===== src/rtl/decode_stream.sv =====
// decode_stream
//   Bit-stream aligner in front of the LZS decode controller. Pops 32-bit
//   words from a first-word-fall-through FIFO into a 64-bit left-aligned
//   window and presents the next 13 unconsumed bits, MSB first. Each counted
//   stream_ack discards stream_width bits. A job ends when the in_last word
//   has been drained, or when the controller raises all_end.
//
// Ports
//   clk, rst       clock, synchronous active-high reset
//   ce_decode      job enable; dropping it returns the block to IDLE
//   all_end        end marker from the controller; the window is discarded
//   in_data/in_valid/in_last  FIFO head word, not-empty flag, final-word flag
//   in_rd          FIFO pop; in_data is captured in the same cycle
//   stream_data    next 13 bits (bit 12 oldest), zero past the end of stream
//   stream_valid   stream_data is usable
//   stream_width   bits to consume on an ack (0..13)
//   stream_ack     consume request
//   under_err      sticky: over-consume or illegal width (cleared by rst only)
module decode_stream (
  input  logic        clk,
  input  logic        rst,
  input  logic        ce_decode,
  input  logic        all_end,
  input  logic [31:0] in_data,
  input  logic        in_valid,
  input  logic        in_last,
  output logic        in_rd,
  output logic [12:0] stream_data,
  output logic        stream_valid,
  input  logic [3:0]  stream_width,
  input  logic        stream_ack,
  output logic        under_err
);

  typedef enum logic [1:0] {S_IDLE, S_RUN, S_DRAIN, S_DONE} state_t;

  state_t      state, state_nx;
  logic [63:0] win_q, win_nx;   // left-aligned; win_q[63] is the next bit
  logic [6:0]  cnt_q, cnt_nx;   // valid bits in win_q, 0..64
  logic        last_q, last_nx;
  logic        err_nx;

  logic        active, ack_ok, bad_w, over;
  logic [6:0]  w, cnt_sh;
  logic [63:0] win_sh, word_al;

  assign stream_data = win_q[63:51];

  // Consume datapath. Bits of win_q below cnt_q are always zero, so a plain
  // left shift zero-fills and a refill word can simply be OR-ed in at the
  // post-shift fill point.
  always_comb begin
    active       = (state == S_RUN) || (state == S_DRAIN);
    stream_valid = active && ((cnt_q >= 7'd13) || (last_q && (cnt_q != 7'd0)));
    // Refill decision looks only at registered count, never at the ack.
    in_rd        = !rst && (state == S_RUN) && (cnt_q <= 7'd32) && in_valid;
    ack_ok       = stream_ack && stream_valid;
    bad_w        = stream_width > 4'd13;
    w            = (ack_ok && !bad_w) ? {3'd0, stream_width} : 7'd0;
    over         = w > cnt_q;
    cnt_sh       = over ? 7'd0 : (cnt_q - w);
    win_sh       = win_q << w;
    word_al      = {in_data, 32'd0} >> cnt_sh;
  end

  always_comb begin
    state_nx = state;
    win_nx   = win_q;
    cnt_nx   = cnt_q;
    last_nx  = last_q;
    err_nx   = under_err | (ack_ok & (bad_w | over));
    case (state)
      S_IDLE: begin
        win_nx  = 64'd0;
        cnt_nx  = 7'd0;
        last_nx = 1'b0;
        if (ce_decode) state_nx = S_RUN;
      end
      S_RUN, S_DRAIN: begin
        win_nx = win_sh | (in_rd ? word_al : 64'd0);
        cnt_nx = cnt_sh + (in_rd ? 7'd32 : 7'd0);
        if (in_rd && in_last) begin
          last_nx  = 1'b1;
          state_nx = S_DRAIN;
        end
        if ((state == S_DRAIN) && ack_ok && !bad_w && (cnt_sh == 7'd0))
          state_nx = S_DONE;
        // Remaining FIFO words belong to the next job; only the window goes.
        if (all_end) begin
          state_nx = S_DONE;
          win_nx   = 64'd0;
          cnt_nx   = 7'd0;
        end
      end
      S_DONE:  state_nx = S_DONE;
      default: state_nx = S_IDLE;
    endcase
    if ((state != S_IDLE) && !ce_decode) begin
      state_nx = S_IDLE;
      win_nx   = 64'd0;
      cnt_nx   = 7'd0;
      last_nx  = 1'b0;
    end
  end

  always_ff @(posedge clk) begin
    if (rst) begin
      state     <= S_IDLE;
      win_q     <= 64'd0;
      cnt_q     <= 7'd0;
      last_q    <= 1'b0;
      under_err <= 1'b0;
    end else begin
      state     <= state_nx;
      win_q     <= win_nx;
      cnt_q     <= cnt_nx;
      last_q    <= last_nx;
      under_err <= err_nx;
    end
  end

endmodule


===== config.mk =====
export PLATFORM = sky130hd
export DESIGN_NAME = decode_stream
export DESIGN_NICKNAME = d
export VERILOG_FILES = /design/src/rtl/decode_stream.sv
export SDC_FILE = /design/constraint.sdc
export NUM_CORES = 1
export LEC_CHECK = 0
export ABC_AREA = 1
export CORE_MARGIN = 10
export CORE_UTILIZATION = 57
export CTS_CLUSTER_DIAMETER = 200
export DETAILED_ROUTE_END_ITERATION = 12
export DONT_BUFFER_PORTS = 1
export PLACE_DENSITY = 0.68
export SYNTH_ARGS = -nofsm -noshare
export SYNTH_HDL_FRONTEND = slang
export SYNTH_SLANG_ARGS = --single-unit
export TNS_END_PERCENT = 50

===== constraint.sdc =====
create_clock -name clk -period 4.7 [get_ports clk]
set_input_delay 0.235 -clock clk [delete_from_list [all_inputs] [get_ports clk]]
set_output_delay 0.235 -clock clk [all_outputs]
set_load 0.03 [all_outputs]

==> impl_metrics.ini <==
[yosys]
netlist_area_mm2 = 0.00939
synth_top_cell_by_area = nand3_1
synth_top_area_share_pct = 33.6
syn_nets = 1812
synthDistinctLibCells = 35
synthTopCellsByArea = nand3_1, nand2_1, dfxtp_1, a21oi_1, inv_1
ys_seq_area_share_pct = 16.0
yosys_warnings = 0
synthCells = 1758
ys_ff_latch = 75
synth.avg_cell_area_um2 = 5.34

[global_routing]
grt_pass1_wl_mm = 56.8
globalRoute.totalOverflow = 0
grt_max_degree = 78
first_global_vias = 10900
antenna_found_initial = 0
grt_usage_pct = 31.6

[critical_path]
path_cells = inv_1 -> ha_1 -> nand4_2 -> nor2_4 -> inv_2 -> ha_1 -> nand2_1 -> nand2_1 -> nand3_2 -> nand2_8 -> nand2_4 -> inv_2 -> nand3_1 -> nand3_1 -> nand3_1 -> nand3_1 -> nand2_1 -> nand2_1 -> nand2_1 -> nand2_1 -> a21oi_1
critical_path.max_stage_delay_ns = 0.51
critPathKind = flip-flop to flip-flop
end_kind = flip-flop
crit_arrival_ns = 4.37
crit_slowest_cell = inv_2
path_max_fanout = 46
required_ns = 4.89
cp-startpoint = state[1]
cp-start-kind = flip-flop
reg2reg_from = state[1]
cp_common_cell = nand2_1

[layout]
drive_gt1_share_pct = 5.13
diodes = 0
syn_to_final_growth_pct = 0.440
fillers = 1759
nets = 1707

[clock_tree]
cts_max_level = 3
ctsResizeCount = 0
cts_buffers = 9
path_clk_slew_ns = 0.07
clk_path_buf_depth = 2
cts_tree = yes
clkLatencyLatePin_ns = 0.36
cts.sinks = 75
root_buffer = clkbuf_16

[sta]
fmax_mhz = 239
tightest_slew_ns = 1.24
skew_ns = 0.00852
hold_violations = 0
slew_headroom_pct = 17.3
slew_violations = 0
setup_violations = 0
grt_setup_unrepaired = false
final.period_utilization_pct = 88.8
setup_tns_ns = 0
finalCriticalPeriod_ns = 4.18

[routing]
vias = 11900
firstDrtPassIters = 8
wire_per_inst_um = 19.0
totalWireLength_mm = 35.5
via_per_inst = 6.37
drtAntennaViolNets = 0
drt_iter0_markers = 1943
route.detailed.drc = 0

[power]
peakVddDrop_v = 0.000360
leakagePower_nw = 4.20
power_mw = 2.02
power_density_mw_per_mm2 = 214

[die]
placementRows = 46
die_y_um = 148
die_area_mm2 = 0.0220
core_area_mm2 = 0.0160
ioPinCount = 59
die_w_um = 148
start_util_pct = 58.7

[min_path]
min_from = in_last
hold_path.class = input pin to flip-flop

[placement]
io_buffers = 0
gp_congestion = 1.05
dpl.hpwl_mm = 25.8

[outcome]
status = finished, final reports clean

[job]
maxCapViolCount = 0
-- flip-flops by register name, indices dropped and copies added, names as in the netlist --
signal / count
cnt_q: 7
last_q: 1
win_q: 64
under_err: 1
state: 2
-- final timing paths --
check	depth (start not counted)	endpoint	slack [ns]
worst max-delay path	21	win_q[18]	0.52
worst min-delay path	2	last_q	0.06
worst max register to register	21	win_q[18]	0.52
worst min register to register	2	win_q[50]	0.47
-- layout make-up --
type | instances | area (um2) | share of cell area, %
repair buffers | 23 | 175 | 1.86
multi-input cells | 1458 | 6840 | 72.5
inverters | 86 | 323 | 3.42
clock buffers | 11 | 243 | 2.57
clock inverters | 5 | 82.6 | 0.876
well taps | 216 | 270 | 2.87
flip-flops and latches | 75 | 1500 | 15.9
-- cell usage after synthesis (all sizes together) --
library cell and instances:
a211oi 1, a21oi 93, buf 95, clkbuf 44, clkinv 2, dfxtp 75, fa 1, ha 10
inv 84, nand2 608, nand3 638, nand4 17, nor2 33, nor3 2, nor4 1, o211ai 17
o21ai 32, or2 4, xor2 1
-- placed cells by master, fill, tap and decap left out, types with 2 or more instances in the layout --
master,n
o21ai_1,23
bufinv_16,2
o21ai_0,8
nor2_4,5
nand2_1,598
ha_1,9
nand3_1,631
nor2_2,4
dfxtp_1,75
clkbuf_16,9
clkinv_1,2
nand2_2,5
inv_6,2
nand4_1,16
nor3_1,2
nand3_2,6
buf_4,22
o211ai_1,17
a21oi_1,92
inv_2,17
inv_1,67
nor2_1,24
or2_0,2
nand2_4,4
-- critical path: cells and delay by family (launching register included) --
family	cells	cell delay [ns]
AOI/OAI and AO/OA	1	0.07
adders and majority gates	2	0.68
buffers and inverters	3	0.71
DFF	1	0.42
and+or+nand+nor	15	2.10
-- repair_timing --
item,4_1_cts,5_1_grt
hold endpoints to repair,1,0
hold buffers,1,0
setup buffers,0,0
-- metrics by stage --
step / area (um2) / instances / util (%) / hold WS [ns] / setup WS [ns]
floorplan: 9390 / 1758 / - / 0.307 / 1.19
global placement: 9100 / 1857 / 56.9 / 0.311 / 0.668
CTS: 9430 / 1874 / 58.9 / 0.0622 / 0.580
detailed placement: 9100 / 1857 / 56.9 / 0.314 / 0.586
finish: 9430 / 1874 / 58.9 / 0.0620 / 0.524
global route: 9430 / 1874 / 58.9 / 0.0813 / 0.191
-- report_power, final --
part	total [mW]	switching (mW)	internal, mW
Clock	0.801	0.317	0.483
Sequential	0.663	0.0163	0.647
Combinational	0.559	0.436	0.123
-- per-layer routing --
layer  track usage, %  share of wire (%)  vias up
met3             4.85                 10      153
li1                 -                  -     5725
met2             50.9                 45      805
met1             38.9                 38     5260
met4             18.8                5.7        0
met5                0                  0        -
-- cell families after synthesis --
| logic type | after synthesis | share of synthesized area, % |
|---|---|---|
| AOI/OAI and AO/OA | 143 | 8.14 |
| and+or+nand+nor | 1303 | 62.8 |
| xor gates and xnor gates | 1 | 0.0933 |
| DFF | 75 | 16.0 |
| adders and majority gates | 11 | 1.55 |
| buffers and inverters | 225 | 11.4 |
No activity file was read; power rests on OpenSTA's default activity.
